File: src/rtl/y86_pkg.sv
// Shared Y86-64 encodings: instruction codes, register IDs, status codes and
// the hazard controller FSM state.
package y86_pkg;

  localparam logic [3:0] IHALT   = 4'h0;
  localparam logic [3:0] INOP    = 4'h1;
  localparam logic [3:0] IRRMOVQ = 4'h2;
  localparam logic [3:0] IIRMOVQ = 4'h3;
  localparam logic [3:0] IRMMOVQ = 4'h4;
  localparam logic [3:0] IMRMOVQ = 4'h5;
  localparam logic [3:0] IOPQ    = 4'h6;
  localparam logic [3:0] IJXX    = 4'h7;
  localparam logic [3:0] ICALL   = 4'h8;
  localparam logic [3:0] IRET    = 4'h9;
  localparam logic [3:0] IPUSHQ  = 4'hA;
  localparam logic [3:0] IPOPQ   = 4'hB;

  localparam logic [3:0] RNONE = 4'hF;

  localparam logic [2:0] SAOK = 3'd1;
  localparam logic [2:0] SADR = 3'd2;
  localparam logic [2:0] SINS = 3'd3;
  localparam logic [2:0] SHLT = 3'd4;

  typedef enum logic {
    ST_RUN    = 1'b0,
    ST_HALTED = 1'b1
  } ctrl_state_t;

  // Undefined status encodings are recorded as an invalid instruction.
  function automatic logic [2:0] sanitize_stat(input logic [2:0] s);
    case (s)
      SADR, SINS, SHLT: sanitize_stat = s;
      default:          sanitize_stat = SINS;
    endcase
  endfunction

endpackage

File: src/rtl/pipe_ctrl_sat_counter.sv
// Saturating up-counter used for the hazard event statistics.
module sat_counter #(
  parameter int W = 32
) (
  input  logic         clk,
  input  logic         rst_n,
  input  logic         inc,
  output logic [W-1:0] q
);

  always_ff @(posedge clk) begin
    if (!rst_n) begin
      q <= '0;
    end else if (inc && (q != {W{1'b1}})) begin
      q <= q + W'(1);
    end
  end

endmodule

File: src/rtl/pipe_ctrl.sv
// Stall/bubble controller for the five-stage Y86-64 pipeline, with a sticky
// halt state machine and saturating hazard event counters.
module pipe_ctrl
  import y86_pkg::*;
#(
  parameter int CNT_W = 32
) (
  input  logic             clk,
  input  logic             rst_n,
  input  logic [3:0]       D_icode,
  input  logic [3:0]       d_srcA,
  input  logic [3:0]       d_srcB,
  input  logic [3:0]       E_icode,
  input  logic [3:0]       E_dstM,
  input  logic             e_Cnd,
  input  logic [3:0]       M_icode,
  input  logic [2:0]       m_stat,
  input  logic [2:0]       W_stat,
  output logic             F_stall,
  output logic             D_stall,
  output logic             W_stall,
  output logic             F_bubble,
  output logic             D_bubble,
  output logic             E_bubble,
  output logic             M_bubble,
  output logic             cc_en,
  output logic             halted,
  output logic [2:0]       halt_stat,
  output logic [CNT_W-1:0] stall_cnt,
  output logic [CNT_W-1:0] ret_cnt,
  output logic [CNT_W-1:0] mispred_cnt
);

  ctrl_state_t state_q, state_d;
  logic [2:0]  halt_stat_q;
  logic        load_use, ret_in_pipe, mispred, exc_m, exc_w;
  logic        run, d_stall_raw, d_bubble_raw;

  assign load_use    = ((E_icode == IMRMOVQ) || (E_icode == IPOPQ)) &&
                       (E_dstM != RNONE) &&
                       ((E_dstM == d_srcA) || (E_dstM == d_srcB));
  assign ret_in_pipe = (D_icode == IRET) || (E_icode == IRET) || (M_icode == IRET);
  assign mispred     = (E_icode == IJXX) && !e_Cnd;
  assign exc_m       = (m_stat != SAOK);
  assign exc_w       = (W_stat != SAOK);

  assign run = (state_q == ST_RUN);

  always_ff @(posedge clk) begin
    if (!rst_n) begin
      state_q     <= ST_RUN;
      halt_stat_q <= SAOK;
    end else begin
      state_q <= state_d;
      if (run && exc_w) begin
        halt_stat_q <= sanitize_stat(W_stat);
      end
    end
  end

  always_comb begin
    state_d = state_q;
    if (run && exc_w) begin
      state_d = ST_HALTED;
    end
  end

  // D_stall takes priority should both D controls ever assert together.
  assign d_stall_raw  = load_use;
  assign d_bubble_raw = mispred || (ret_in_pipe && !load_use);

  always_comb begin
    F_stall  = 1'b0;
    D_stall  = 1'b0;
    W_stall  = 1'b0;
    F_bubble = 1'b0;
    D_bubble = 1'b0;
    E_bubble = 1'b0;
    M_bubble = 1'b0;
    cc_en    = 1'b0;
    if (!rst_n) begin
      D_bubble = 1'b1;
      E_bubble = 1'b1;
      M_bubble = 1'b1;
    end else if (!run) begin
      F_stall  = 1'b1;
      D_stall  = 1'b1;
      W_stall  = 1'b1;
      E_bubble = 1'b1;
      M_bubble = 1'b1;
    end else begin
      F_stall  = load_use || ret_in_pipe;
      D_stall  = d_stall_raw;
      D_bubble = d_bubble_raw && !d_stall_raw;
      E_bubble = mispred || load_use;
      M_bubble = exc_m || exc_w;
      W_stall  = exc_w;
      cc_en    = (E_icode == IOPQ) && !exc_m && !exc_w;
    end
  end

  assign halted    = rst_n && !run;
  assign halt_stat = rst_n ? halt_stat_q : SAOK;

  sat_counter #(.W(CNT_W)) u_stall_cnt (
    .clk   (clk),
    .rst_n (rst_n),
    .inc   (run && load_use),
    .q     (stall_cnt)
  );

  sat_counter #(.W(CNT_W)) u_ret_cnt (
    .clk   (clk),
    .rst_n (rst_n),
    .inc   (run && ret_in_pipe && !load_use),
    .q     (ret_cnt)
  );

  sat_counter #(.W(CNT_W)) u_mispred_cnt (
    .clk   (clk),
    .rst_n (rst_n),
    .inc   (run && mispred),
    .q     (mispred_cnt)
  );

endmodule
File: config.mk
export PLATFORM = sky130hd
export DESIGN_NAME = pipe_ctrl
export DESIGN_NICKNAME = d
export VERILOG_FILES = /design/src/rtl/y86_pkg.sv /design/src/rtl/pipe_ctrl_sat_counter.sv /design/src/rtl/pipe_ctrl.sv
export SDC_FILE = /design/constraint.sdc
export NUM_CORES = 1
export LEC_CHECK = 0
export BUFFER_PORTS_ARGS = -buffer_cell sky130_fd_sc_hd__buf_2
export CORE_UTILIZATION = 48
export CTS_CLUSTER_DIAMETER = 50
export DETAILED_ROUTE_END_ITERATION = 8
export PLACE_DENSITY = 0.74
export SKIP_CTS_REPAIR_TIMING = 1
export SYNTH_ARGS = -nofsm -noshare
export SYNTH_HDL_FRONTEND = slang
export SYNTH_SLANG_ARGS = --single-unit
export TNS_END_PERCENT = 1
File: constraint.sdc
create_clock -name clk -period 2.7 [get_ports clk]
set_input_delay 0.405 -clock clk [delete_from_list [all_inputs] [get_ports clk]]
set_output_delay 0.405 -clock clk [all_outputs]
set_load 0.01 [all_outputs]
==> results by group <==
Status
  – Status: finished clean

Place
  – Routability cong.: 0.836
  – DP Worst Slack: 0.136 ns
  – Post-Place Cell Area: around 0.006 mm²
  – Port Buffers: between 100 and 150
  – HPWL Detailed: approximately 10 mm

CTS
  – Worst-Skew Late Latency: roughly 0.37 ns
  – Clock root buffer: clkbuf_8
  – Number of buffers created by CTS: 9
  – CTS tree: yes
  – Clock transition at the registers of the reported paths: ~0.09 ns
  – CTS sink cnt: 100
  – Maximum clock path buffer count: 2
  – H-tree depth: 3

Global routing
  – First-pass GRT wire length: 22.8 mm
  – Antenna violations before repair: 0
  – Total GRT Usage: about a quarter
  – Remaining Overflow, GRT: 0
  – Vias in the first global route: approximately 4,900
  – Largest net degree at the start of global routing: 52

Die
  – Die X-Extent: about 110 µm
  – Die footprint: ~0.011 mm²
  – Initial Util: between 40% and 50%
  – IO Count: between 100 and 150
  – Core footprint: between 0.01 and 0.015 mm²
  – Die Ht: 105 µm
  – Cell Rows: 37

Critical path
  – Critical Path Max Stage Delay: 0.40 ns
  – Cell breakdown of the critical path: buf_2, xnor2_1, nand4_1, a21oi_1, buf_4, nor2_1, nor2_1, buf_2
  – Buffers & Inverters on Critical Path: 3
  – CP required: 2.30 ns
  – Slowest stage cell, crit path: a21oi_1
  – Crit Path Class: primary input to primary output
  – CP endpoint kind: primary output
  – Crit path DAT: between 2 and 2.5 ns
  – Critical Path Start Type: primary input
  – Top delay family on crit path: buffers and inverters
  – Max FO, Critical Path: 9

Layout
  – Most common cell after layout, fill and taps aside: buf_2
  – Ratio of cells with drive above 1 in the final layout: between 20% and 30%
  – Antenna fix cells: 0
  – Layout area overhead: 22.0%
  – Final instance area: around 0.0062 mm²
  – NumNets Final: ~800
  – Commonest non-fill, non-tap cells in the layout: buf_2 (139), dfxtp_1 (100), nor2_1 (70)
  – Final core occ: 60.3%

Yosys
  – Synth Flop Type: dfxtp_1
  – Cell count after synthesis: about 620
  – Post-synth EDFFs: 0
  – Flops & latches, synth: 100
  – Syn. warnings: 0
  – Synth Net Count: ~660
  – Synthesized area: just over 0.005 mm²
  – Yosys cell types: 57
  – Asr flop ratio synth: 0%
  – Register area share after synthesis: around two fifths
  – Syn avg cell area: between 8 and 9 µm²

Power
  – PD cells: approximately 420 mW/mm²
  – Static leakage: approximately 2.4 nW
  – Maximum VDD drop: between 0.0002 and 0.0003 V

STA
  – Layout Skew: about 0.011 ns
  – Final setup viols: 0
  – Slew Limit Headroom: between 50% and 60%
  – Final TNS setup: 0 ns
  – Tcrit/Tclk final: 89.5%
  – FMAX: just over 400 MHz
  – Final WS setup: about 0.28 ns
  – Worst slew pin tran: 0.701 ns
  – Min Tclk post-route: 2.42 ns
  – Slew Viols, Final: 0
  – Fin. Hold Viols: 0
  – RSZ-0062 raised after global routing: false

Detailed routing
  – DRC Markers: 0
  – Initial drt markers: 280
  – Vias per cell: around 5.8
  – Total routed wirelength: between 10 and 15 mm
  – Initial DRT Pass Iterations: 7
  – Avg WL per Cell: 15.2 µm
  – Antenna viol nets, final: 0
  – Vias after detailed routing: around 5,200

Worst hold path
  – Min-Delay Path Class: primary input to register

Flow run
  – Max Cap Viol: 0
where the power goes:
| group | internal, mW | leakage [nW] | total, mW | switching (mW) |
|---|---|---|---|---|
| logic | 0.0563 | 1.53 | 0.147 | 0.0902 |
| registers | 1.48 | 0.806 | 1.48 | 0.00443 |
| clock network | 0.455 | 0.0992 | 0.998 | 0.544 |
| total | 1.99 | 2.43 | 2.63 | 0.639 |
per-stage QoR:
| stage | cells | hold WS, ns | power [mW] |
|---|---|---|---|
| floorplan | 621 | 0.435 | 1.60 |
| global placement | 893 | 0.460 | 1.66 |
| detailed placement | 893 | 0.471 | 1.66 |
| CTS | 908 | 0.295 | 2.64 |
| global route | 908 | 0.309 | 2.73 |
| finish | 908 | 0.306 | 2.63 |
path summary, 6_finish.rpt:
path,to,depth (start not counted),startpoint,slack [ns]
worst max-delay path,D_stall,8,E_dstM[2],0.28
worst min-delay path,halt_stat_q[0]$_SDFFE_PN1P_,3,W_stat[0],0.31
worst max register to register,u_mispred_cnt.q[10]$_SDFFE_PN0P_,7,u_mispred_cnt.q[0]$_SDFFE_PN0P_,0.30
worst min register to register,halt_stat_q[2]$_SDFFE_PN0P_,2,halt_stat_q[2]$_SDFFE_PN0P_,0.49
logic make-up after synthesis:
group / after synthesis / synth area share [%]
simple gates: 321 / 34.6
compound gates: 102 / 12.4
flops: 100 / 39.2
xor+xnor: 53 / 9.10
buf+inv: 35 / 2.70
mux: 6 / 1.18
fa+ha+maj: 3 / 0.736
other cells: 1 / 0.0735
layout make-up:
cell class	instances	area (µm²)
Clock buffer	10	138
Clock inverter	5	60.1
Fill cell	936	4100
Inverter	12	45.0
Multi-Input combinational cell	486	2960
Sequential cell	100	2000
Tap cell	136	170
Timing Repair Buffer	159	846
registers in the layout (all words and copies together) (netlist names):
signal / flops
u_mispred_cnt.q: 32
u_ret_cnt.q: 32
u_stall_cnt.q: 32
halt_stat_q: 3
state_q: 1
layer usage:
layer / track usage [%] / up-vias / part of all wire [%]
met5: 0 / - / 0
met4: 8.15 / 0 / 1.8
met3: 6.55 / 24 / 7.1
met2: 41.1 / 181 / 45
met1: 32.6 / 2452 / 46
li1: - / 2565 / -
worst min-delay path, delay by kind of cell:
| kind | cells | cell delay (ns) |
|---|---|---|
| AOI/OAI and AO/OA | 1 | 0.09 |
| buffers and inverters | 1 | 0.09 |
| and+or+nand+nor | 1 | 0.06 |
synth_stat cells, drive strengths merged (12+ instances only):
cell	count	area, µm²
inv	12	45.0
dfxtp	100	2000
nor2	70	263
nor3	16	80.1
xnor2	26	228
nand4	42	278
or4	15	115
or3	28	178
o21ai	26	130
xor2	27	236
o31ai	12	90.1
and4	12	105
nand3	43	220
clkbuf	19	71.3
a21oi	40	200
nand2	46	175
Power figures use the tool's default switching activity.
